`src/rtl/sensor_reset_sequencer.sv`:
```
// sensor_reset_sequencer
// Power-up and reset sequencer for a bank of BNO085-class IMUs on one clock.
// Holds every enabled sensor in reset, releases it, then issues a trigger pulse
// and watches each sensor's INT line for boot. Channels that stay silent are
// re-pulsed a bounded number of times before being flagged as failed. The
// per-channel ready bit gates the downstream SPI controllers.

module sensor_reset_sequencer #(
  parameter int NUM_SENSORS    = 2,
  parameter int T_LOW_CYCLES   = 6_000_000,
  parameter int T_HIGH_CYCLES  = 6_000_000,
  parameter int T_PULSE_CYCLES = 1000,
  parameter int T_BOOT_TIMEOUT = 300_000,
  parameter int MAX_RETRIES    = 3,
  parameter bit AUTO_START     = 1'b1,
  parameter int CNT_W          = 23,
  localparam int RETRY_W       = (MAX_RETRIES < 1) ? 1 : $clog2(MAX_RETRIES + 1)
) (
  input  logic                   clk,
  input  logic                   rst_n,
  input  logic                   start,
  input  logic [NUM_SENSORS-1:0] ch_en,
  input  logic [NUM_SENSORS-1:0] int_n,
  output logic [NUM_SENSORS-1:0] sensor_rst_n,
  output logic [NUM_SENSORS-1:0] sensor_ready,
  output logic [NUM_SENSORS-1:0] sensor_fail,
  output logic                   busy,
  output logic                   done,
  output logic [RETRY_W-1:0]     retry_cnt
);

  // Last timer value of each phase; a zero duration still occupies one cycle.
  localparam logic [CNT_W-1:0] LOW_LAST   = CNT_W'((T_LOW_CYCLES   > 0) ? T_LOW_CYCLES   - 1 : 0);
  localparam logic [CNT_W-1:0] HIGH_LAST  = CNT_W'((T_HIGH_CYCLES  > 0) ? T_HIGH_CYCLES  - 1 : 0);
  localparam logic [CNT_W-1:0] PULSE_LAST = CNT_W'((T_PULSE_CYCLES > 0) ? T_PULSE_CYCLES - 1 : 0);
  localparam logic [CNT_W-1:0] BOOT_LAST  = CNT_W'((T_BOOT_TIMEOUT > 0) ? T_BOOT_TIMEOUT - 1 : 0);
  localparam logic [RETRY_W-1:0] RETRY_MAX = RETRY_W'(MAX_RETRIES);

  typedef enum logic [2:0] {
    IDLE,
    HOLD_LOW,
    HOLD_HIGH,
    PULSE,
    WAIT_INT,
    DONE
  } state_t;

  state_t                   state_q, state_d;
  logic [CNT_W-1:0]         timer_q, timer_d;
  logic [CNT_W-1:0]         timer_inc;
  logic [NUM_SENSORS-1:0]   en_q, en_d;
  logic [NUM_SENSORS-1:0]   rst_out_q, rst_out_d;
  logic [NUM_SENSORS-1:0]   ready_q, ready_d;
  logic [NUM_SENSORS-1:0]   fail_q, fail_d;
  logic                     busy_q, busy_d;
  logic                     done_q, done_d;
  logic [RETRY_W-1:0]       retry_q, retry_d;
  logic                     auto_q, auto_d;
  logic [NUM_SENSORS-1:0]   sync1_q, sync2_q;
  logic [NUM_SENSORS-1:0]   pending;
  logic [NUM_SENSORS-1:0]   int_seen;
  logic [NUM_SENSORS-1:0]   still_pending;
  logic                     launch;

  // Two-flop synchronizer for the asynchronous INT lines, idle-high out of reset.
  always_ff @(posedge clk or negedge rst_n) begin
    if (!rst_n) begin
      sync1_q <= '1;
      sync2_q <= '1;
    end else begin
      sync1_q <= int_n;
      sync2_q <= sync1_q;
    end
  end

  // Next-state and registered-output logic; every output is computed one cycle ahead.
  always_comb begin
    state_d       = state_q;
    timer_d       = timer_q;
    en_d          = en_q;
    rst_out_d     = rst_out_q;
    ready_d       = ready_q;
    fail_d        = fail_q;
    busy_d        = busy_q;
    done_d        = 1'b0;
    retry_d       = retry_q;
    auto_d        = auto_q;
    launch        = 1'b0;
    int_seen      = '0;
    pending       = en_q & ~ready_q & ~fail_q;
    still_pending = pending;
    timer_inc     = (timer_q == '1) ? timer_q : timer_q + CNT_W'(1);

    unique case (state_q)
      IDLE: begin
        rst_out_d = '0;
        busy_d    = 1'b0;
        if (start || auto_q) begin
          launch = 1'b1;
        end
      end

      HOLD_LOW: begin
        if (timer_q == LOW_LAST) begin
          state_d   = HOLD_HIGH;
          timer_d   = '0;
          rst_out_d = en_q;
        end else begin
          timer_d = timer_inc;
        end
      end

      HOLD_HIGH: begin
        if (timer_q == HIGH_LAST) begin
          state_d   = PULSE;
          timer_d   = '0;
          rst_out_d = en_q & ~pending;
        end else begin
          timer_d = timer_inc;
        end
      end

      PULSE: begin
        if (timer_q == PULSE_LAST) begin
          state_d   = WAIT_INT;
          timer_d   = '0;
          rst_out_d = en_q;
        end else begin
          timer_d = timer_inc;
        end
      end

      WAIT_INT: begin
        int_seen      = pending & ~sync2_q;
        ready_d       = ready_q | int_seen;
        still_pending = pending & ~int_seen;
        if (still_pending == '0) begin
          state_d = DONE;
          timer_d = '0;
          busy_d  = 1'b0;
          done_d  = 1'b1;
        end else if (timer_q == BOOT_LAST) begin
          timer_d = '0;
          if (retry_q < RETRY_MAX) begin
            retry_d   = retry_q + RETRY_W'(1);
            state_d   = PULSE;
            rst_out_d = en_q & ~still_pending;
          end else begin
            fail_d  = fail_q | still_pending;
            state_d = DONE;
            busy_d  = 1'b0;
            done_d  = 1'b1;
          end
        end else begin
          timer_d = timer_inc;
        end
      end

      DONE: begin
        rst_out_d = en_q;
        busy_d    = 1'b0;
        if (start) begin
          launch = 1'b1;
        end
      end

      default: begin
        state_d   = IDLE;
        timer_d   = '0;
        rst_out_d = '0;
        busy_d    = 1'b0;
      end
    endcase

    if (launch) begin
      state_d   = HOLD_LOW;
      timer_d   = '0;
      en_d      = ch_en;
      rst_out_d = '0;
      ready_d   = '0;
      fail_d    = '0;
      retry_d   = '0;
      busy_d    = 1'b1;
      auto_d    = 1'b0;
    end
  end

  // State, timer and status registers; reset aborts any run in progress.
  always_ff @(posedge clk or negedge rst_n) begin
    if (!rst_n) begin
      state_q   <= IDLE;
      timer_q   <= '0;
      en_q      <= '0;
      rst_out_q <= '0;
      ready_q   <= '0;
      fail_q    <= '0;
      busy_q    <= 1'b0;
      done_q    <= 1'b0;
      retry_q   <= '0;
      auto_q    <= AUTO_START;
    end else begin
      state_q   <= state_d;
      timer_q   <= timer_d;
      en_q      <= en_d;
      rst_out_q <= rst_out_d;
      ready_q   <= ready_d;
      fail_q    <= fail_d;
      busy_q    <= busy_d;
      done_q    <= done_d;
      retry_q   <= retry_d;
      auto_q    <= auto_d;
    end
  end

  assign sensor_rst_n = rst_out_q;
  assign sensor_ready = ready_q;
  assign sensor_fail  = fail_q;
  assign busy         = busy_q;
  assign done         = done_q;
  assign retry_cnt    = retry_q;

endmodule

```
`config.mk`:
```
export PLATFORM = sky130hd
export DESIGN_NAME = sensor_reset_sequencer
export DESIGN_NICKNAME = d
export VERILOG_FILES = /design/src/rtl/sensor_reset_sequencer.sv
export SDC_FILE = /design/constraint.sdc
export NUM_CORES = 1
export LEC_CHECK = 0
export CORE_ASPECT_RATIO = 0.5
export CORE_MARGIN = 1
export CORE_UTILIZATION = 45
export DETAILED_ROUTE_END_ITERATION = 6
export SETUP_SLACK_MARGIN = 0.15
export SYNTH_ARGS = -nofsm -noshare
export SYNTH_HDL_FRONTEND = slang
export SYNTH_SLANG_ARGS = --single-unit
```
`constraint.sdc`:
```
create_clock -name clk -period 4.59 [get_ports clk]
set_input_delay 0.918 -clock clk [delete_from_list [all_inputs] [get_ports clk]]
set_output_delay 0.918 -clock clk [all_outputs]
set_load 0.01 [all_outputs]
```
Yosys cells after proc, flatten, opt, wreduce, memory -nomap -nowiden
Index checks and enable logic that the tools add are counted.
{ "totals": {"elab_cells": 111, "output_inout_bits": 10, "register_bits": 43, "inputBits": 7} }
{ "classes": {"addsub": 2, "muxes": 47, "magnitude_cmp": 1, "n_reduce_logical": 14, "bitwise_logic": 14, "eq_ne": 21} }
{ "op_table": {"columns": ["cell", "n"], "rows": [
  ["$mux 23", 6],
  ["$pmux 23 s4", 1],
  ["$eq 23x23->1 const B", 2],
  ["$mux 2", 19],
  ["$add 23x1->23 const B", 1],
  ["$eq 23x10->1 const B", 1],
  ["$eq 23x19->1 const B", 1],
  ["$mux 3", 7],
  ["$ne 3x3->1 const B", 6],
  ["$pmux 3 s5", 1],
  ["$and 2x2->2", 6],
  ["$not 2->2", 6],
  ["$mux 1", 10],
  ["$pmux 2 s5", 1],
  ["$ne 4x4->1 const B", 2],
  ["$reduce_and 4->1", 2],
  ["$eq 3x2->1 const B", 2],
  ["$eq 3x3->1 const B", 2],
  ["$reduce_and 6->1", 1],
  ["$reduce_bool 2->1", 3],
  ["$reduce_and 5->1", 1],
  ["$ne 2x1->1 const B", 2],
  ["$ne 2x2->1 const B", 2],
  ["$or 2x2->2", 2],
  ["other kinds (10)", 12]
]} }

Logic depth before layout (Yosys ltp)
Gate-level depths: netlist of the first run.
{ "logic_depth": {"ltp_word": 13, "ltp_mapped": 9, "mapped_depth_nobuf": 7} }

Worst setup path before layout of the first run
Ideal clock, no wire load.
{ "synth_timing": {"kind": "flip-flop to flip-flop", "start": "reg timer_q[0]", "end": "reg state_q[1]", "setup_ps": 128, "setup_slack_ps": 2386, "arrival_time_ps": 2077, "synth_period_minus_slack_ps": 2204, "path_buffers": 0, "stages_incl_launch_ff": 7, "required_time_ps": 4462, "path_cell_list": "dfrtp_1 ha_1 or4bb_1 o41ai_4 o211ai_4 nor2_4 mux2_1"} }
{ "synth_between": {"elab_chain_len": 3, "word_cells_on_any_way": 8, "cone_classes": "eq/ne: 7; reduce/logical: 1"} }
{ "synth_rtl": {"columns": ["item", "line", "text"], "rows": [
  ["from (decl)", "49", "logic [CNT_W-1:0] timer_q, timer_d;"],
  ["from (signal assigned)", "203", "timer_q <= timer_d;"],
  ["$eq 23x19->1 (tied with other cells)", "142", "end else if (timer_q == BOOT_LAST) begin"],
  ["$ne 4x4->1 (no source line) / $ne 3x3->1 (equally long branches)", null, null],
  ["$reduce_and 5->1 (no source line) *", null, null],
  ["to (signal assigned)", "202", "state_q <= state_d;"],
  ["to (decl)", "48", "state_t state_q, state_d;"]
]} }
Every way passes the cells marked *; elsewhere a longest branch is shown, timed or not.
A chain may end at the register's enable or synchronous reset.

Worst setup path in the final report of the first run
{ "layout_timing": {"start": "reg timer_q[17]", "end": "reg state_q[1]"} }
The elaborated chain is that of the path after synthesis.

==> results of run 1 <==
==> logic make-up after synthesis <==
group / Yosys count / synth area share (%)
simple gates: 123 / 27.1
compound gates: 74 / 20.7
fa+ha+maj: 2 / 0.997
xor+xnor: 1 / 0.349
mux: 10 / 4.24
buf+inv: 15 / 3.49
flops: 43 / 43.1
==> synthesized netlist by cell type (all sizes together), types with 6 or more instances <==
master	n	area, um2
o21ai	24	128
dfrtp	38	951
nor3	11	55.1
nand3	13	65.1
a31oi	7	43.8
or3	6	37.5
nor4	7	58.8
nand2	25	93.8
nor2	27	109
nand4	6	37.5
a21oi	15	75.1
==> metrics by stage <==
stage | worst slack, ns | power [mW] | utilization [%] | cells
final | 1.82 | 1.48 | 54.3 | 353
after global routing | 1.66 | 1.60 | 54.3 | 353
after CTS | 1.85 | 1.49 | 54.3 | 353
after detailed placement | 1.64 | 1.22 | 52.4 | 345
after global placement | 1.70 | 1.21 | 52.4 | 345
after floorplan | 2.39 | 1.09 | - | 268
==> final cells by class <==
class	count	area, um2
clock buffers	6	82.6
clock inverters	2	16.3
flip-flops and latches	43	1080
multi-input cells	210	1340
fillers	487	2340
repair buffers	17	163
well taps	70	87.6
inverters	5	18.8
==> per-layer routing <==
| metal | wire, um | vias up |
|---|---|---|
| met4 | 57 | 0 |
| met3 | 259 | 9 |
| li1 | - | 1034 |
| met2 | 2510 | 71 |
| met5 | 0 | - |
| met1 | 3000 | 1027 |
==> flip-flops by register name, summed over array words and instances, names as in the netlist, 2 cells and up <==
register	flops
timer_q	23
sync2_q	2
state_q	3
sensor_rst_n	2
retry_cnt	2
sensor_fail	2
sync1_q	2
en_q	2
sensor_ready	2
==> final timing paths <==
kind | to | slack, ns | depth (start not counted)
setup / recovery | state_q[1]$_DFFE_PN0P_ | 1.82 | 6
hold / removal | sync2_q[0]$_DFF_PN1_ | 0.36 | 0
setup reg to reg | state_q[1]$_DFFE_PN0P_ | 1.82 | 6
hold reg to reg | sync2_q[0]$_DFF_PN1_ | 0.36 | 0
max in group asynchronous | sensor_ready[1]$_DFFE_PN0P_ | 3.24 | 1
min in group asynchronous | timer_q[15]$_DFFE_PN0P_ | 0.77 | 1
==> worst max-delay path, delay by kind of cell (launching register included) <==
kind / cells / cell delay [ns]
multiplexers: 1 / 0.35
AND/OR/NAND/NOR: 4 / 1.46
flip-flops: 1 / 0.45
AO/OA/AOI/OAI: 1 / 0.39
==> power breakdown <==
part | leakage, nW | internal [mW] | switching, mW | total (mW)
clock network | 0.0474 | 0.123 | 0.136 | 0.259
logic | 0.474 | 0.284 | 0.398 | 0.682
registers | 0.565 | 0.443 | 0.0985 | 0.542
total | 1.09 | 0.850 | 0.632 | 1.48
==> key figures, run 1 <==
Global route
  • Largest net degree at the start of global routing: 44
  • Tot GR Track Use: 21.8%
  • Met2 capacity usage during global routing: 34.9%
  • Initial antenna violation count: 0
  • Global-route met3 utilization: under 10%
  • Global-route wire length before repair: ~9.6 mm
  • Met1 demand-to-capacity share in global routing: 29.5%
  • Number of global-route vias before repair: 1,963
  • Global route hottest layer: met2
  • Overflow left after global routing: 0

Clocking
  • Number of gates resized after cts: 0
  • Post-CTS Setup Bufs: 0
  • Worst-Skew Late Latency: 0.30 ns
  • Clock sinks: 43
  • Number of clock buffers inserted by TritonCTS: 5
  • H-Tree Level Count: 2
  • Clk slew on worst S/H paths: 0.08 ns
  • Number of buffers inserted by hold repair at cts: 0
  • Clock tree root buffer cell: sky130_fd_sc_hd__clkbuf_8
  • TritonCTS clock tree: done
  • Maximum number of buffers from clock root to sink: 2

STA
  • Hold slack final: 0.359 ns
  • Min Tclk post-route: 2.77 ns
  • Setup violators final: 0
  • Actual slew at the worst max-slew pin: between 0.9 and 1 ns
  • Maximum operating frequency: roughly 360 MHz
  • Clock Skews: between 0.007 and 0.008 ns
  • Total negative slack for setup checks: 0 ns
  • Max-slew violation count: 0
  • Final worst path period share: around three fifths
  • Worst max-slew margin expressed relative to the limit: 36.2%
  • Setup repair after global routing missed its margin: false
  • Number of endpoints with negative hold slack in the final report: 0

Run status
  • Status: completed

Synthesis
  • Fraction of registers with async set or reset after synthesis: between 90% and 100%
  • Post-synth top flop: sky130_fd_sc_hd__dfrtp_1
  • Seq/Total Area, Yosys: between 40 and 50%
  • Distinct cell type count after synthesis: a little over 60
  • Synth Area per Inst: ~9.4 um2
  • Synth warn: 0
  • Synthesis-stage register bit count: 43
  • Total standard cell area after synthesis: between 0.002 and 0.003 mm2
  • Net count of the mapped netlist: ~280
  • Post-synthesis cell count: roughly 270
  • EDFF count, synth: 0

Floorplan
  • DIE WIDTH: between 100 and 150 um
  • Die area: 0.00590 mm2
  • DIE HEIGHT: around 55 um
  • Ports: 17
  • Core area: ~0.005 mm2
  • Rows: 18
  • Initial Utilization: 48.9%

Layout
  • Count of nets after finishing: between 200 and 300
  • Layout overhead on the synthesized area: 11.2%
  • Design area: between 0.002 and 0.003 mm2
  • Antenna diode count: 0
  • Most frequent standard cell in the layout excluding fill and tap cells: sky130_fd_sc_hd__dfrtp_1
  • Most frequent cells in the layout: sky130_fd_sc_hd__dfrtp_1 (38), sky130_fd_sc_hd__nor2_1 (26), sky130_fd_sc_hd__nand2_1 (25)
  • Fraction of layout cells with a size suffix above 1: 11.0%

Detailed routing
  • Number of iterations in the first detailed-routing pass: 4
  • Post-detailed-routing wire length: 5.82 mm
  • Number of remaining DRC errors: 0
  • Routed vias/inst: a little over 6
  • Count of antenna-violating nets left after detailed routing: 0
  • 1st-iter DRT viols: roughly 140
  • Via total after detailed routing: approximately 2,100
  • Final routed wire length divided by cell count: 16.5 um

Critical path
  • Slowest cell on the critical path: sky130_fd_sc_hd__nor4_4
  • CP Max Fanout: 30
  • Worst path cell trace: nor4_1 -> nand3_1 -> nor4_4 -> o211ai_4 -> nor2_4 -> mux2_1
  • Kind of start point of the critical path: register
  • Kind of critical path: register to register
  • Beginning of the critical path: timer_q[17]$_DFFE_PN0P_
  • CP Data Required Time: roughly 4.8 ns
  • CP peak stage delay: between 0.5 and 0.6 ns
  • Startpoint of the worst register-to-register path: timer_q[17]$_DFFE_PN0P_
  • Worst path arrival time: 2.95 ns
  • Critical path endpoint category: register

Pwr
  • Static power due to leakage: roughly 1.1 nW
  • Peak VDD IR: roughly 0.25 mV
  • Cell area power density: 531 mW/mm2

Placement
  • Quantity of I/O buffers inserted on ports: 16
  • Cell area reported after detailed placement: approximately 0.0027 mm2
  • Post-detail-place hpwl: about 3.9 mm
  • Routability cong.: around 0.87

Run
  • Max-cap check violation count: 0

Hold path
  • Tightest Hold Check Type: register to register
  • HP Start: sync1_q[0]$_DFF_PN1_
Power figures use the tool's default switching activity.
==> run 2, diff against run 1 <==
clock period = 2.6 ns   (was 4.59 ns; I/O delays follow)
==> key figures, run 2 (same netlist as run 1, synthesis figures left out) <==
Layout
  • Registers with the most flip-flops: timer_q (23), state_q (3) (unchanged)
  • Layout overhead on the synthesized area: 22.3% (was 11.2%)
  • Register with the most flip-flops: timer_q (unchanged)
  • Count of nets after finishing: 315 (was 291)
  • Fraction of layout cells with a size suffix above 1: 20.2% (was 11.0%)
  • Total area of sequential cells: 0.00108 mm2 (about the same)
  • Antenna diode count: 0 (unchanged)
  • Most frequent standard cell in the layout excluding fill and tap cells: sky130_fd_sc_hd__dfrtp_1 (unchanged)
  • Area used by multi-input combinational logic: 0.00137 mm2 (was 0.00134 mm2)
  • Fillers: 464 (was 487)
  • Most frequent cells in the layout: sky130_fd_sc_hd__dfrtp_1 (36), sky130_fd_sc_hd__nor2_1 (26), sky130_fd_sc_hd__nand2_1 (25), sky130_fd_sc_hd__buf_4 (22) (was sky130_fd_sc_hd__dfrtp_1 (38), sky130_fd_sc_hd__nor2_1 (26), sky130_fd_sc_hd__nand2_1 (25))
  • Final core occ: 59.8% (was 54.3%)
  • Max reg flops: 23 (unchanged)

STA
  • Setup violators final: 0 (unchanged)
  • Clock Skews: 0.00737 ns (was 0.00768 ns)
  • Max-slew violation count: 0 (unchanged)
  • Min Tclk post-route: 2.40 ns (was 2.77 ns)
  • Maximum operating frequency: 417 MHz (was 361 MHz)
  • Setup repair after global routing missed its margin: false (unchanged)
  • Final worst path period share: 92.2% (was 60.4%)
  • Worst path setup slack after routing: 0.202 ns (was 1.82 ns)
  • Worst max-slew margin expressed relative to the limit: 36.3% (was 36.2%)
  • Number of endpoints with negative hold slack in the final report: 0 (unchanged)
  • Actual slew at the worst max-slew pin: 0.955 ns (was 0.958 ns)
  • Total negative slack for setup checks: 0 ns (unchanged)
  • Hold slack final: 0.353 ns (was 0.359 ns)

Critical path
  • CP Data Required Time: 2.79 ns (was 4.77 ns)
  • CP peak stage delay: 0.47 ns (was 0.54 ns)
  • Cell type group with the largest total delay on the critical path: simple AND/OR/NAND/NOR gates (unchanged)
  • Slowest cell on the critical path: sky130_fd_sc_hd__or4bb_4 (was sky130_fd_sc_hd__nor4_4)
  • Kind of start point of the critical path: register (unchanged)
  • CP Max Fanout: 6 (was 30)
  • Worst path cell trace: ha_4 -> or4bb_4 -> o41ai_4 -> buf_4 -> o211ai_4 -> nor2_4 -> mux2_1 (was nor4_1 -> nand3_1 -> nor4_4 -> o211ai_4 -> nor2_4 -> mux2_1)
  • Kind of critical path: register to register (unchanged)
  • Critical path endpoint category: register (unchanged)
  • Worst path arrival time: 2.59 ns (was 2.95 ns)
  • Worst Path Buf+Inv: 1 (was 0)

Detailed routing
  • Final routed wire length divided by cell count: 17.2 um (was 16.5 um)
  • Routed vias/inst: 6.10 (was 6.07)
  • Number of iterations in the first detailed-routing pass: 4 (unchanged)
  • Number of remaining DRC errors: 0 (unchanged)
  • Post-detailed-routing wire length: 6.47 mm (was 5.82 mm)
  • Via total after detailed routing: 2,299 (was 2,141)
  • 1st-iter DRT viols: 132 (was 138)
  • Count of antenna-violating nets left after detailed routing: 0 (unchanged)

Global route
  • Overflow left after global routing: 0 (unchanged)
  • Largest net degree at the start of global routing: 44 (unchanged)
  • Met1 demand-to-capacity share in global routing: 31.4% (was 29.5%)
  • Number of global-route vias before repair: 1,936 (was 1,963)
  • Initial antenna violation count: 0 (unchanged)
  • Global-route met3 utilization: 5.71% (was 5.12%)
  • Global-route wire length before repair: 9.83 mm (was 9.59 mm)
  • Global route hottest layer: met2 (unchanged)
  • Met2 capacity usage during global routing: 35.4% (was 34.9%)
  • Tot GR Track Use: 22.4% (was 21.8%)

Floorplan
  • DIE HEIGHT: 54.8 um (unchanged)
  • Initial Utilization: 48.9% (unchanged)
  • Core area: 0.00513 mm2 (unchanged)
  • Rows: 18 (unchanged)
  • Ports: 17 (unchanged)
  • DIE WIDTH: 108 um (unchanged)
  • Die area: 0.00590 mm2 (unchanged)

Clocking
  • Worst-Skew Late Latency: 0.31 ns (was 0.30 ns)
  • Clock sinks: 43 (unchanged)
  • H-Tree Level Count: 2 (unchanged)
  • Clock tree root buffer cell: sky130_fd_sc_hd__clkbuf_8 (unchanged)
  • Maximum number of buffers from clock root to sink: 2 (unchanged)
  • Number of clock buffers inserted by TritonCTS: 5 (unchanged)
  • Clk slew on worst S/H paths: 0.09 ns (was 0.08 ns)
  • TritonCTS clock tree: done (unchanged)

Run status
  • Status: completed (unchanged)

Pwr
  • Cell area power density: 1060 mW/mm2 (was 531 mW/mm2)
  • Static power due to leakage: 1.23 nW (was 1.09 nW)
  • Peak VDD IR: 0.522 mV (was 0.248 mV)

Hold path
  • Tightest Hold Check Type: input port to asynchronous set/reset pin (was register to register)

Placement
  • Post-placement worst setup slack: 0.100 ns (was 1.64 ns)
  • Quantity of I/O buffers inserted on ports: 16 (unchanged)
  • Routability cong.: 0.812 (was 0.868)
  • Post-detail-place hpwl: 4.22 mm (was 3.94 mm)

Run
  • Max-cap check violation count: 0 (unchanged)
run 2: per-stage QoR:
stage	cells	total power [mW]	instance area [um2]
detailed placement	360	2.28	2800
floorplan	268	1.93	2510
global route	377	3.43	3070
CTS	368	2.84	2920
global placement	360	2.24	2800
finish	377	3.24	3070
run 2: area by class of cell:
type                            instances  area share (%)
Clock inverter                          3            1.55
Timing Repair Buffer                   41            12.7
Multi-Input combinational cell        210            44.7
Inverter                                5           0.611
Clock buffer                            5            2.24
Sequential cell                        43            35.3
Tap cell                               70            2.85
run 2: worst register-to-register path, delay by kind of cell (launching register included):
kind	cells	cell delay, ns
AO/OA/AOI/OAI	2	0.57
flip-flops	1	0.43
AND/OR/NAND/NOR	2	0.60
buffers and inverters	1	0.19
multiplexers	1	0.32
adder cells (fa/ha/maj)	1	0.18
run 2: power breakdown:
group | total (mW) | internal [mW] | switching, mW
registers | 0.910 | 0.786 | 0.124
logic | 1.79 | 0.865 | 0.921
clock network | 0.546 | 0.291 | 0.255
run 2: layer usage:
layer / vias up / part of all wire (%) / routed length (um)
met4: 0 / 0.56 / 36
met2: 51 / 45 / 2900
met5: - / 0 / 0
met1: 1159 / 50 / 3240
li1: 1083 / - / -
met3: 6 / 4.6 / 299
run 2: timing repair:
item	CTS	global route
hold buffers	0	0
resized for setup	1	13
setup endpoints to repair	6	27
gates cloned	0	2
pin swaps	0	5
buffers inserted	0	7
run 2: final timing paths:
path                                         from                 endpoint  slack, ns  cells after the start
hold reg to reg              sync1_q[1]$_DFF_PN1_     sync2_q[1]$_DFF_PN1_       0.36                      0
setup / recovery           timer_q[0]$_DFFE_PN0P_   state_q[1]$_DFFE_PN0P_       0.20                      7
hold / removal                              rst_n  timer_q[12]$_DFFE_PN0P_       0.35                      1
min in group clk             sync1_q[1]$_DFF_PN1_     sync2_q[1]$_DFF_PN1_       0.36                      0
max in group asynchronous                   rst_n   timer_q[1]$_DFFE_PN0P_       1.58                      1
setup reg to reg           timer_q[0]$_DFFE_PN0P_   state_q[1]$_DFFE_PN0P_       0.20                      7
